## src/rtl/pong_pkg.sv

```systemverilog
// pong_pkg: shared state codes, tone codes and default frame constants for the pong controller.
package pong_pkg;
  typedef enum logic [2:0] {
    IDLE      = 3'd0,
    SERVE     = 3'd1,
    PLAY      = 3'd2,
    POINT     = 3'd3,
    GAME_OVER = 3'd4
  } state_t;
  localparam logic [1:0] TONE_PADDLE = 2'd0;
  localparam logic [1:0] TONE_WALL   = 2'd1;
  localparam logic [1:0] TONE_SCORE  = 2'd2;
  localparam int DEF_SERVE_FRAMES = 64;
  localparam int DEF_POINT_FRAMES = 32;
  localparam int DEF_WIN_SCORE    = 9;
  localparam int DEF_SOUND_FRAMES = 6;
endpackage

```

## src/rtl/pong_game_ctrl_frame_timer.sv

```systemverilog
// frame_timer: loadable 8-bit frame countdown; expire fires on the tick that finds the count at or below 1.
module frame_timer (
  input  logic       clk,
  input  logic       resetn,
  input  logic       clr,
  input  logic       load,
  input  logic [7:0] load_val,
  input  logic       tick,
  output logic       expire
);
  logic [7:0] cnt;
  assign expire = tick && cnt <= 8'd1;
  always_ff @(posedge clk or negedge resetn)
    if (!resetn) cnt <= '0;
    else if (clr) cnt <= '0;
    else if (load) cnt <= load_val;
    else if (tick && !expire) cnt <= cnt - 8'd1;
endmodule

```

## src/rtl/pong_game_ctrl.sv

```systemverilog
// pong_game_ctrl: pong game sequencer with BCD scoring, serve/point pacing and prioritised tone requests.
module pong_game_ctrl
  import pong_pkg::*;
#(
  parameter int SERVE_FRAMES = DEF_SERVE_FRAMES,
  parameter int POINT_FRAMES = DEF_POINT_FRAMES,
  parameter int WIN_SCORE    = DEF_WIN_SCORE,
  parameter int SOUND_FRAMES = DEF_SOUND_FRAMES
) (
  input  logic       clk,
  input  logic       resetn,
  input  logic       frame_tick,
  input  logic       start_game,
  input  logic       score0_evt,
  input  logic       score1_evt,
  input  logic       paddle_hit,
  input  logic       wall_hit,
  output logic [2:0] state,
  output logic       ball_run,
  output logic       ball_center,
  output logic       serve_dir,
  output logic [3:0] score0,
  output logic [3:0] score1,
  output logic [1:0] winner,
  output logic       tone_on,
  output logic [1:0] tone_sel
);
  state_t     cur, nxt;
  logic [3:0] s0_n, s1_n;
  logic [1:0] win_n, t_code, tsel_n;
  logic [7:0] g_val;
  logic       dir_n, bc_n, ton_n, g_load, g_exp, s_exp, scored, t_req, t_acc;
  assign state = cur;
  frame_timer u_game (
    .clk(clk), .resetn(resetn), .clr(!start_game), .load(g_load), .load_val(g_val),
    .tick(frame_tick && (cur == SERVE || cur == POINT)), .expire(g_exp)
  );
  frame_timer u_sound (
    .clk(clk), .resetn(resetn), .clr(!start_game), .load(t_acc), .load_val(8'(SOUND_FRAMES)),
    .tick(frame_tick && tone_on), .expire(s_exp)
  );
  always_comb begin
    nxt    = cur;
    s0_n   = score0;
    s1_n   = score1;
    win_n  = winner;
    dir_n  = serve_dir;
    bc_n   = 1'b0;
    g_load = 1'b0;
    g_val  = 8'(SERVE_FRAMES);
    scored = 1'b0;
    if (!start_game) begin
      nxt   = IDLE;
      s0_n  = '0;
      s1_n  = '0;
      win_n = '0;
      dir_n = 1'b0;
    end else case (cur)
      IDLE: if (frame_tick) begin
        nxt    = SERVE;
        bc_n   = 1'b1;
        g_load = 1'b1;
      end
      SERVE: if (g_exp) nxt = PLAY;
      PLAY: if (score0_evt || score1_evt) begin
        scored = 1'b1;
        dir_n  = !score0_evt;
        if (score0_evt) s0_n = score0 + 4'd1;
        else s1_n = score1 + 4'd1;
        if ((score0_evt ? s0_n : s1_n) == 4'(WIN_SCORE)) begin
          nxt   = GAME_OVER;
          win_n = score0_evt ? 2'd1 : 2'd2;
        end else begin
          nxt    = POINT;
          g_load = 1'b1;
          g_val  = 8'(POINT_FRAMES);
        end
      end
      POINT: if (g_exp) begin
        nxt    = SERVE;
        bc_n   = 1'b1;
        g_load = 1'b1;
      end
      default: ;
    endcase
    // a fresh accept outranks expiry of the running tone in the same cycle
    t_req  = scored || (start_game && cur == PLAY && (wall_hit || paddle_hit));
    t_code = scored ? TONE_SCORE : wall_hit ? TONE_WALL : TONE_PADDLE;
    t_acc  = t_req && (!tone_on || t_code >= tone_sel);
    ton_n  = !start_game ? 1'b0 : t_acc ? 1'b1 : (tone_on && s_exp) ? 1'b0 : tone_on;
    tsel_n = t_acc ? t_code : tone_sel;
  end
  always_ff @(posedge clk or negedge resetn)
    if (!resetn) begin
      cur         <= IDLE;
      ball_run    <= 1'b0;
      ball_center <= 1'b0;
      serve_dir   <= 1'b0;
      score0      <= '0;
      score1      <= '0;
      winner      <= '0;
      tone_on     <= 1'b0;
      tone_sel    <= '0;
    end else begin
      cur         <= nxt;
      ball_run    <= nxt == PLAY;
      ball_center <= bc_n;
      serve_dir   <= dir_n;
      score0      <= s0_n;
      score1      <= s1_n;
      winner      <= win_n;
      tone_on     <= ton_n;
      tone_sel    <= tsel_n;
    end
endmodule

```

## config.mk

```make
export PLATFORM = sky130hd
export DESIGN_NAME = pong_game_ctrl
export DESIGN_NICKNAME = d
export VERILOG_FILES = /design/src/rtl/pong_pkg.sv /design/src/rtl/pong_game_ctrl_frame_timer.sv /design/src/rtl/pong_game_ctrl.sv
export SDC_FILE = /design/constraint.sdc
export NUM_CORES = 1
export LEC_CHECK = 0
export BUFFER_PORTS_ARGS = -buffer_cell sky130_fd_sc_hd__buf_4
export CORE_MARGIN = 10
export CORE_UTILIZATION = 30
export CTS_BUF_LIST = sky130_fd_sc_hd__clkbuf_8 sky130_fd_sc_hd__clkbuf_16
export DETAILED_ROUTE_END_ITERATION = 16
export PLACE_DENSITY_LB_ADDON = 0.3
export SYNTH_ARGS = -nofsm -noshare
export SYNTH_HDL_FRONTEND = slang
export SYNTH_SLANG_ARGS = --single-unit
```

## constraint.sdc

```tcl
create_clock -name clk -period 3.3 [get_ports clk]
set_clock_uncertainty 0.05 [all_clocks]
set_input_delay 0.66 -clock clk [delete_from_list [all_inputs] [get_ports clk]]
set_output_delay 0.66 -clock clk [all_outputs]
set_load 0.02 [all_outputs]
```

==> flow_metrics.tcl <==
set metrics [dict create \
    cts_htree_levels 2 \
    synth_area_mm2 0.002136 \
    io_buffers 26 \
    critPathSlowestCell "nor3b_1" \
    routed_via_density 5.059 \
    grt_util_all_layers 0.09549 \
    yosys.cell_types.count 57 \
    clk-insertion-delay-late_ps 290 \
    synth_seq_area_share 0.4101 \
    arrival_ps 2840 \
    cts_sinks 35 \
    die-area_mm2 0.01089 \
    outcome "finished clean" \
    drt_wl_total_um 5130 \
    max_cap_violations 0 \
    path_class "register to register" \
    cts_resized 0 \
    grt-ovfl-total 0 \
    clock_path_buffers 2 \
    root_buffer "clkbuf_8" \
    synth_top_area_share 0.4101 \
    syn_avg_cell_area_um2 9.934 \
    crit_path_start_kind "register" \
    die_height_um 104.4 \
    core_mm2 0.006869 \
    drc_errors 0 \
    nets 260 \
    rows 30 \
    worstMarginPinSlew_ps 712.1 \
    start_util 0.3109 \
    slew_headroom 0.5224 \
    dr.first_iter.drc_count 93 \
    rr_startpoint "state[0]" \
    placed_cell_area_mm2 0.002432 \
    pwr_density_cell_mw_per_mm2 453.1 \
    firstDrtPassIters 4 \
    cts_setup_buffers 0 \
    grt_pass1_vias 1774 \
    yosys_warnings 0 \
    path_cells "nor3b_2 > buf_4 > o21ai_0 > o21ai_0 > ha_1 > nand2b_1 > a21oi_1 > nor3b_1 > mux2i_1" \
    cp-end-kind "register" \
    cp.required_ps 3460 \
    crit_start "state[0]" \
    grt_pass1_wl_um 8763 \
    place_congestion 0.7892 \
    wire_per_inst_um 15.04 \
    die_w_um 104.4 \
    finalHoldViolCount 0 \
    slowest_delay_ps 610 \
    drive_gt1_frac 0.2082 \
    setup_viol 0 \
    ys_ff_latch 35 \
    syn_nets 231 \
    dp_hpwl_um 3857 \
    rsz0062_at_grt "no" \
    critPathMostFrequentCell "o21ai_0" \
    ir_drop_uv 203.0 \
    slew_violations 0 \
    drtAntennaViolNets 0 \
    cts_hold_buf 0 \
    vias 1725 \
    design_area_mm2 0.002517 \
    cts_buffers 5 \
    antenna_found_initial 0 \
    tritoncts "yes" \
    synth_top_cell_by_area "dfrtp_1" \
    fin_tns_setup_ps 0 \
    min_period_ps 2673 \
    antennaDiodeCount 0 \
    period_share 0.8100 \
    synth_top_flop_cell "dfrtp_1" \
    cp_max_fo 10 \
    clkTransAtPathRegs_ps 70 \
    synthArstFlopShare 1.000 \
    holdCritPathClass "primary input to asynchronous set/reset pin" \
    fmax_ghz 0.3741 \
    grt_start_max_net_pins 36 \
    synth_edf_count 0 \
    io_pins 27 \
    leakagePower_uw 0.001137 \
    area_delta_synth_final_pct 17.87 \
    yosys-top-cells-area "dfrtp_1 41%, ha_1 4.7%, or3_1 2.9%" \
    hold_ws_ps 265.4 \
    synthCells 215 \
]
-- placed cells by master, fill, tap and decap left out, types with 4 or more instances in the layout --
| cell | instances |
|---|---|
| dfrtp_1 | 35 |
| buf_4 | 31 |
| nor2_1 | 15 |
| inv_1 | 14 |
| o21ai_0 | 11 |
| nand3_1 | 10 |
| a21oi_1 | 10 |
| or3_1 | 10 |
| ha_1 | 8 |
| xor2_1 | 6 |
| nand2b_1 | 5 |
| nor3_1 | 5 |
| mux2i_1 | 5 |
| clkbuf_8 | 5 |
| nand2_1 | 4 |
| or4_1 | 4 |
| xnor2_1 | 4 |
| and2_1 | 4 |
| nor4_1 | 4 |
| o31ai_1 | 4 |
-- power breakdown --
group	total [uW]	internal, uW	switching (uW)
registers	508	463	44.7
clock network	307	145	163
logic	325	141	184
-- flip-flops by register name, summed over array words and instances (netlist names) --
| signal | flops |
|---|---|
| u_game.cnt | 8 |
| u_sound.cnt | 8 |
| score0 | 4 |
| score1 | 4 |
| state | 3 |
| tone_sel | 2 |
| winner | 2 |
| ball_center | 1 |
| ball_run | 1 |
| serve_dir | 1 |
| tone_on | 1 |
-- cells by family (layout without fill, tap and decap cells) --
| kind of cell | count (synthesis) | in the layout | synth area share |
|---|---|---|---|
| buffers and inverters | 22 | 52 | 0.04920 |
| XOR/XNOR | 10 | 10 | 0.04101 |
| flip-flops | 35 | 35 | 0.4101 |
| AO/OA/AOI/OAI | 53 | 53 | 0.1939 |
| AND/OR/NAND/NOR | 81 | 81 | 0.2302 |
| adder cells (fa/ha/maj) | 8 | 8 | 0.04687 |
| multiplexers | 6 | 6 | 0.02871 |
-- per-layer routing --
layer | wire, um | global-route usage | vias up
li1 | - | - | 865
met5 | 0 | 0 | -
met3 | 237 | 0.02912 | 6
met4 | 55 | 0.02684 | 0
met1 | 2376 | 0.1185 | 820
met2 | 2460 | 0.1549 | 34
-- final timing paths --
| path | to | slack, ps | cells past startpoint |
|---|---|---|---|
| min in group clk | winner[1] | 480 | 1 |
| max in group asynchronous | u_sound.cnt[4] | 2610 | 1 |
| max reg2reg | tone_sel[0] | 630 | 9 |
| min reg2reg | winner[1] | 480 | 1 |
| min | winner[0] | 270 | 1 |
| max | tone_sel[0] | 630 | 9 |
-- cell type report --
| cell class | instances | area (um2) |
|---|---|---|
| multi-input cells | 158 | 1155 |
| inverters | 13 | 48.80 |
| well taps | 96 | 120.1 |
| clock inverters | 3 | 16.27 |
| flip-flops and latches | 35 | 875.8 |
| repair buffers | 31 | 232.7 |
| fillers | 712 | 4352 |
| clock buffers | 5 | 68.82 |
-- through the flow --
stage               setup WS, ps  power, uW  cells  utilization
floorplan                  748.4      748.2    215            -
global route               310.9       1215    341       0.3665
detailed placement         439.6      848.1    333       0.3541
CTS                        582.5       1160    341       0.3665
global placement           540.1      840.8    333       0.3541
finish                     627.1       1141    341       0.3665
-- synth_stat cells, types with 3 or more instances --
| master | count |
|---|---|
| xor2_1 | 6 |
| nand2_1 | 4 |
| a211oi_1 | 3 |
| or4_1 | 4 |
| buf_2 | 3 |
| nand2b_1 | 5 |
| o21ai_0 | 11 |
| a21oi_1 | 10 |
| and2_1 | 4 |
| inv_1 | 13 |
| clkbuf_1 | 3 |
| xnor2_1 | 4 |
| o31ai_1 | 4 |
| dfrtp_1 | 35 |
| nor2b_1 | 3 |
| ha_1 | 8 |
| o21a_1 | 3 |
| nor4_1 | 4 |
| nor3_1 | 5 |
| nor2_1 | 15 |
| nand4_1 | 3 |
| nand3_1 | 10 |
| mux2i_1 | 5 |
| or3_1 | 10 |
-- worst max-delay path: cells and delay by family (launching register included) --
family / cells / cell delay, ps
buffers and inverters: 1 / 170
AO/OA/AOI/OAI: 3 / 550
AND/OR/NAND/NOR: 3 / 930
multiplexers: 1 / 250
adder cells (fa/ha/maj): 1 / 170
flip-flops: 1 / 490
No activity file was read; power rests on OpenSTA's default activity.
